$ cat src/rtl/kword_enum.sv
// Enumerates every WIDTH-bit word with exactly K ones in ascending order,
// one word per valid/ready handshake, using the Gosper successor.
module kword_enum #(
  parameter int WIDTH = 8,
  parameter int KW    = 4,
  parameter int IDXW  = 8
) (
  input  logic             clk,
  input  logic             reset,
  input  logic             start,
  input  logic [KW-1:0]    k,
  output logic             busy,
  output logic             out_valid,
  input  logic             out_ready,
  output logic [WIDTH-1:0] out_data,
  output logic [IDXW-1:0]  out_idx,
  output logic             out_last,
  output logic             done,
  output logic             err
);

  typedef enum logic [1:0] {
    S_IDLE = 2'd0,
    S_RUN  = 2'd1,
    S_DONE = 2'd2
  } state_e;

  state_e           state_q;
  logic [KW-1:0]    k_q;
  logic [WIDTH-1:0] data_q;
  logic [IDXW-1:0]  idx_q;
  logic             busy_q, valid_q, last_q, done_q, err_q;

  logic [WIDTH-1:0] first_word;
  logic [WIDTH-1:0] top_mask;
  logic [WIDTH:0]   cur_w, c_w, r_w, succ_w;
  int               tz;
  logic             last_d;
  logic             start_ok;

  // First word (low k bits set) from the live k; final word (top k_q bits) from the latched k.
  always_comb begin
    first_word = '0;
    top_mask   = '0;
    for (int i = 0; i < WIDTH; i++) begin
      first_word[i] = (i < int'(k));
      top_mask[i]   = (i >= WIDTH - int'(k_q));
    end
  end

  // Gosper successor, one bit wider than the word so the carry out of r is kept.
  always_comb begin
    cur_w = {1'b0, data_q};
    c_w   = cur_w & (-cur_w);
    r_w   = cur_w + c_w;
    tz    = 0;
    for (int i = WIDTH; i >= 0; i--) begin
      if (c_w[i]) tz = i;
    end
    succ_w = r_w | (((r_w ^ cur_w) >> 2) >> tz);
    last_d = (succ_w == {1'b0, top_mask});
  end

  assign start_ok = (k <= KW'(WIDTH));

  always_ff @(posedge clk) begin
    if (reset) begin
      state_q <= S_IDLE;
      k_q     <= '0;
      data_q  <= '0;
      idx_q   <= '0;
      busy_q  <= 1'b0;
      valid_q <= 1'b0;
      last_q  <= 1'b0;
      done_q  <= 1'b0;
      err_q   <= 1'b0;
    end else begin
      done_q <= 1'b0;
      err_q  <= 1'b0;
      case (state_q)
        S_IDLE: begin
          if (start) begin
            if (start_ok) begin
              state_q <= S_RUN;
              k_q     <= k;
              data_q  <= first_word;
              idx_q   <= '0;
              busy_q  <= 1'b1;
              valid_q <= 1'b1;
              // k=0 and k=WIDTH each have exactly one word.
              last_q  <= (k == '0) || (k == KW'(WIDTH));
            end else begin
              err_q <= 1'b1;
            end
          end
        end
        S_RUN: begin
          if (valid_q && out_ready) begin
            if (last_q) begin
              state_q <= S_DONE;
              valid_q <= 1'b0;
              last_q  <= 1'b0;
              done_q  <= 1'b1;
            end else begin
              data_q <= succ_w[WIDTH-1:0];
              idx_q  <= idx_q + IDXW'(1);
              last_q <= last_d;
            end
          end
        end
        S_DONE: begin
          state_q <= S_IDLE;
          busy_q  <= 1'b0;
        end
        default: begin
          state_q <= S_IDLE;
          busy_q  <= 1'b0;
          valid_q <= 1'b0;
          last_q  <= 1'b0;
        end
      endcase
    end
  end

  assign busy      = busy_q;
  assign out_valid = valid_q;
  assign out_data  = data_q;
  assign out_idx   = idx_q;
  assign out_last  = last_q;
  assign done      = done_q;
  assign err       = err_q;

endmodule

$ cat config.mk
export PLATFORM = sky130hd
export DESIGN_NAME = kword_enum
export DESIGN_NICKNAME = d
export VERILOG_FILES = /design/src/rtl/kword_enum.sv
export SDC_FILE = /design/constraint.sdc
export NUM_CORES = 1
export LEC_CHECK = 0
export ABC_AREA = 0
export BUFFER_PORTS_ARGS = -buffer_cell sky130_fd_sc_hd__buf_2
export CAP_MARGIN = 25
export CORE_AREA = 8 8 86 127
export CTS_CLUSTER_DIAMETER = 120
export CTS_CLUSTER_SIZE = 10
export DETAILED_ROUTE_END_ITERATION = 12
export DIE_AREA = 0 0 94 135
export GPL_ROUTABILITY_DRIVEN = 0
export SYNTH_ARGS = -nofsm -noshare
export SYNTH_HDL_FRONTEND = slang
export SYNTH_SLANG_ARGS = --single-unit
$ cat constraint.sdc
create_clock -name clk -period 7.1 [get_ports clk]
set_clock_uncertainty 0.1 [all_clocks]
set_input_delay 0.355 -clock clk [delete_from_list [all_inputs] [get_ports clk]]
set_output_delay 0.355 -clock clk [all_outputs]
set_load 0.02 [all_outputs]
======== Word level (Yosys, flattened, before mapping) ========
Index checks and enable logic that the tools add are counted.
storage, ports and cells
  register bits ........................... 27
  output and inout bits ................... 21
  word-level logic and storage cells ...... 98
cells by class
  $add $sub $neg .......................... 4
  magnitude comparators ................... 17
  equal/unequal tests ..................... 9
  shifts and indexed selects .............. 1
  multiplexer cells ....................... 37
  bitwise gates (word level) .............. 8
  reduce and logical (&&, ||, !) cells .... 13
operators with widths
  operator             count
  $mux 32              8
  $mux 8               8
  $pmux 8 s2           2
  $shr 7x32->9         1
  $ge 4x5->1 const A   4
  $lt 3x4->1 const A   4
  $ge 3x5->1 const A   2
  $mux 1               10
  $ne 2x2->1 const B   5
  $reduce_and 5->1     2
  $add 8x9->9          1
  $and 8x9->9          1
  $eq 9x8->1           1
  $neg 8->9            1
  $or 9x9->9           1
  $xor 9x8->9          1
  $add 8x1->8 const B  1
  $lt 1x4->1 const A   2
  $lt 2x4->1 const A   2
  $mux 2               4
  $reduce_and 4->1     2
  $pmux 1 s3           2
  $reduce_and 3->1     2
  $reduce_or 3->1      2
  other kinds (16)     20

======== Longest topological paths before layout ========
  depth after elaboration ................. 17
  depth in mapped cells ................... 11
  mapped depth without buffers ............ 11

======== Least setup slack after synthesis ========
Ideal clock, no wire load.
  path kind ............................... reg-to-reg
  start ................................... reg k_q[0]
  end ..................................... reg last_q, in the netlist out_last
  library setup time ...................... 0.096 ns
  arrival time ............................ 2.503 ns
  path slack .............................. 4.401 ns
  cell stages (with the launch flop) ...... 12
  buffers on the path ..................... 0
  period minus slack after synthesis ...... 2.699 ns
  cells stage by stage .................... dfxtp_1 inv_1 ha_1 nor2b_1 a21oi_1 o22ai_1 and2_1 ha_1 or3_1 a21oi_1 xor2_1 o41ai_2
between the ends
  cells in the longest elaborated chain, start to end .. 6
RTL lines
  what                                      line  source
  start: declaration                        29    logic [KW-1:0] k_q;
  start signal: assignment                  85    k_q <= k;
  $sub 4x4->5 *                             47    top_mask[i] = (i >= WIDTH - int'(k_q));
  $ge 1x5->1, or another cell as far along  47
  $eq 9x8->1 *                              61    last_d = (succ_w == {1'b0, top_mask});
  $mux 1 *                                  99    if (last_q) begin
  $mux 1 *                                  98    if (valid_q && out_ready) begin
  $pmux 1 s3 *                              80    case (state_q)
  end signal: assignment                    91    last_q <= (k == '0) || (k == KW'(WIDTH));
  end signal: assignment                    107   last_q <= last_d;
  end: declaration                          32    logic busy_q, valid_q, last_q, done_q, err_q;
Mark *: on every way between the ends. The rest lies on a longest branch, timed or not. The select of a mux whose other input is x is not followed.
A chain may end at the register's enable or synchronous reset.

======== Worst setup path in the final report ========
Ends and elaborated chain as after synthesis.

==> flow_metrics.env <==
export IMPL_drcViolationCount=0
export IMPL_cts_hold_repair_buffers=0
export IMPL_maximum_number_of_pins_on_one_net_before_global_route_repair=23
export IMPL_synth_edf_count=0
export IMPL_wl_per_cell_um=15.0
export IMPL_detail_route_iter0_violations=117
export IMPL_grt_util_all_layers=0.101
export IMPL_cts_sinks=27
export IMPL_ctsRootBufferMaster="sky130_fd_sc_hd__clkbuf_16"
export IMPL_slowest_stage="sky130_fd_sc_hd__dfxtp_1"
export IMPL_synth_top_cell_area_share=0.245
export IMPL_setup_tns_final_ns=0
export IMPL_worst_skew_pair_late_latency_ns=0.26
export IMPL_layout_drive_gt1_share=0.160
export IMPL_slew_headroom=0.379
export IMPL_hpwlAfterDp_mm=4.92
export IMPL_clkTransAtPathRegs_ns=0.07
export IMPL_layout_min_cycle_time_ns=3.02
export IMPL_ys_ff_latch=27
export IMPL_synth_area_leader_cell="sky130_fd_sc_hd__dfxtp_1"
export IMPL_boundaryPins=29
export IMPL_max_clock_freq_mhz=331
export IMPL_max_capacitance_violation_count=0
export IMPL_placement_io_buffers=28
export IMPL_global_route_wire_length_before_repair_mm=10.7
export IMPL_timing_final_max_slew_violations=0
export IMPL_syn_area_mm2=0.00221
export IMPL_setup_violations=0
export IMPL_dr_pass1_iters=4
export IMPL_critPathBufInv=1
export IMPL_number_of_levels_in_the_clock_h_tree=1
export IMPL_placementRows=43
export IMPL_worst_slew_pin_slew_ns=0.926
export IMPL_die_width_um=94
export IMPL_yosys_cell_types_count=66
export IMPL_syn_avg_cell_area_um2=7.43
export IMPL_power_share_switching=0.387
export IMPL_initial_utilization=0.244
export IMPL_critical_path_max_stage_delay_ns=0.43
export IMPL_setup_ws_ns=4.08
export IMPL_worst_min_path_class="in -> reg"
export IMPL_synth_yosys_seq_area_share=0.245
export IMPL_final_antenna_net_count=0
export IMPL_final_cells=425
export IMPL_cts_path_max_buffers=2
export IMPL_crit_path_leading_delay_family="compound AO/OA/AOI/OAI gates"
export IMPL_async_flop_share=0
export IMPL_clockPowerShare=0.256
export IMPL_seq_power_share=0.368
export IMPL_worstSetupEndpointType="flip-flop"
export IMPL_antenna_violations_before_repair=0
export IMPL_path_class="reg -> reg"
export IMPL_synth_area_leaders="sky130_fd_sc_hd__dfxtp_1 25%, sky130_fd_sc_hd__a21oi_1 5.9%, sky130_fd_sc_hd__nor2_1 5.8%"
export IMPL_minimum_setup_slack_after_placement_ns=4.11
export IMPL_die_h_um=135
export IMPL_timing_final_hold_violations=0
export IMPL_switchingPower_uw=196
export IMPL_avgViaCountPerCell=5.31
export IMPL_cts_inserted_buffers=3
export IMPL_whs_ns=0.302
export IMPL_syn_to_final_growth_pct=12.6
export IMPL_ys_dominant_reg_cell="sky130_fd_sc_hd__dfxtp_1"
export IMPL_dpl_cell_count=421
export IMPL_floorplan_core_area_mm2=0.00904
export IMPL_syn_num_nets=310
export IMPL_outcome="completed"
export IMPL_worstPathCellList="inv_1 -> ha_1 -> nor2b_1 -> a21oi_1 -> o22ai_1 -> and2_1 -> ha_1 -> or3_1 -> a21oi_1 -> xor2_1 -> o41ai_2"
export IMPL_combinationalPowerShare=0.376
export IMPL_crit_share_post_route=0.425
export IMPL_diodes=0
export IMPL_postCtsResizedCells=0
export IMPL_worst_setup_path_start_kind="flip-flop"
export IMPL_grt_pass1_vias=2247
export IMPL_tritoncts="built"
export IMPL_post_layout_total_power_uw=508
export IMPL_dr_total_vias=2255
export IMPL_syn_inst=297
export IMPL_power_leakage_nw=0.943
export IMPL_detail_route_wirelength_mm=6.38
export IMPL_die_area_mm2=0.0127
export IMPL_cp_data_required_time_ns=7.17
export IMPL_crit_arrival_ns=3.09
export IMPL_vdd_drop_max_mv=0.158
export IMPL_path_max_fanout=7
export IMPL_grt_setup_unrepaired="false"
export IMPL_pwr_per_cell_area_mw_per_mm2=204
export IMPL_design_final_nets=327
export IMPL_cellInternalPower_uw=311
export IMPL_cts_repair_timing_setup_buffer_count=0
export IMPL_yosys_warnings=0
export IMPL_grt_overflow=0
-- per-stage QoR --
| step | util | area [um2] |
|---|---|---|
| floorplan | - | 2210 |
| global placement | 0.266 | 2400 |
| detailed placement | 0.266 | 2400 |
| CTS | 0.275 | 2480 |
| global route | 0.275 | 2480 |
| finish | 0.275 | 2480 |
-- final cells by class --
type | instances | area (um2)
clock inverter | 1 | 5.00
timing repair buffer | 28 | 140
sequential | 27 | 541
clock buffer | 3 | 75.1
tap | 112 | 140
fill | 1030 | 6560
inverter | 10 | 37.5
multi-input combinational | 244 | 1550
-- cell usage after synthesis (2+ instances only) --
cell type,count
sky130_fd_sc_hd__a211o_1,3
sky130_fd_sc_hd__a211oi_1,2
sky130_fd_sc_hd__a21o_1,3
sky130_fd_sc_hd__a21oi_1,26
sky130_fd_sc_hd__a31oi_1,5
sky130_fd_sc_hd__and2_1,3
sky130_fd_sc_hd__and3_1,5
sky130_fd_sc_hd__and4_1,2
sky130_fd_sc_hd__buf_2,6
sky130_fd_sc_hd__buf_6,2
sky130_fd_sc_hd__clkbuf_1,8
sky130_fd_sc_hd__dfxtp_1,27
sky130_fd_sc_hd__ha_1,5
sky130_fd_sc_hd__inv_1,8
sky130_fd_sc_hd__inv_2,2
sky130_fd_sc_hd__mux2i_1,7
sky130_fd_sc_hd__nand2_1,30
sky130_fd_sc_hd__nand2b_1,8
sky130_fd_sc_hd__nand3_1,9
sky130_fd_sc_hd__nand4_1,4
sky130_fd_sc_hd__nor2_1,34
sky130_fd_sc_hd__nor2b_1,4
sky130_fd_sc_hd__nor3_1,7
sky130_fd_sc_hd__nor4_1,2
sky130_fd_sc_hd__nor4_2,2
sky130_fd_sc_hd__nor4b_1,2
sky130_fd_sc_hd__o2111ai_1,3
sky130_fd_sc_hd__o211ai_1,5
sky130_fd_sc_hd__o21ai_0,15
sky130_fd_sc_hd__o22ai_1,5
sky130_fd_sc_hd__or2_2,3
sky130_fd_sc_hd__or3_1,7
sky130_fd_sc_hd__xnor2_1,6
sky130_fd_sc_hd__xor2_1,5
-- kinds of logic after synthesis --
group           Yosys count  synth area share
fa+ha+maj                 5            0.0284
buf+inv                  26            0.0545
flops                    27             0.245
mux                       9            0.0437
simple gates            129             0.300
compound gates           90             0.285
xor+xnor                 11            0.0437
-- flip-flops by register name, indices dropped and copies added, names as in the netlist, 2 cells and up --
register and count:
k_q 4, out_data 8, out_idx 8, state_q 2
-- metal layers --
metal  routed length [um]  vias to the layer above  part of all wire  global-route usage
met4                  228                        0             0.036              0.0576
met3                  191                       17             0.030             0.00889
li1                     -                     1130                 -                   -
met2                 3480                       58              0.55               0.192
met5                    0                        -                 0                   0
met1                 2480                     1050              0.39               0.103
-- cell usage in the layout (no fill, tap or decap), types with 6 or more instances in the layout --
cell	instances
sky130_fd_sc_hd__nor3_1	7
sky130_fd_sc_hd__o21ai_0	15
sky130_fd_sc_hd__nor2_1	34
sky130_fd_sc_hd__inv_1	8
sky130_fd_sc_hd__a21oi_1	26
sky130_fd_sc_hd__nand3_1	9
sky130_fd_sc_hd__or3_1	7
sky130_fd_sc_hd__nand2_1	30
sky130_fd_sc_hd__buf_2	28
sky130_fd_sc_hd__dfxtp_1	27
sky130_fd_sc_hd__xnor2_1	6
sky130_fd_sc_hd__mux2i_1	7
sky130_fd_sc_hd__nand2b_1	8
-- tightest hold or removal path, delay by kind of cell --
family / cells / cell delay, ns
and+or+nand+nor: 1 / 0.07
muxes: 1 / 0.08
buffers and inverters: 1 / 0.13
-- power groups by stage --
stage	sequential, mW	clock, mW	combinational (mW)
2_1_floorplan	0.181	0	0.152
3_3_place_gp	0.189	0	0.189
3_5_place_dp	0.190	0	0.189
4_1_cts	0.186	0.134	0.190
5_1_grt	0.189	0.139	0.211
6_report	0.187	0.130	0.191
-- path summary, 6_finish.rpt --
check	startpoint	to	slack (ns)	cells past startpoint
max	k_q[0]	out_last	4.08	11
min	k[0]	k_q[0]	0.30	3
max reg2reg	k_q[0]	out_last	4.08	11
min reg2reg	busy	busy	0.37	2
Note: power is estimated with default switching activity, not from simulation.
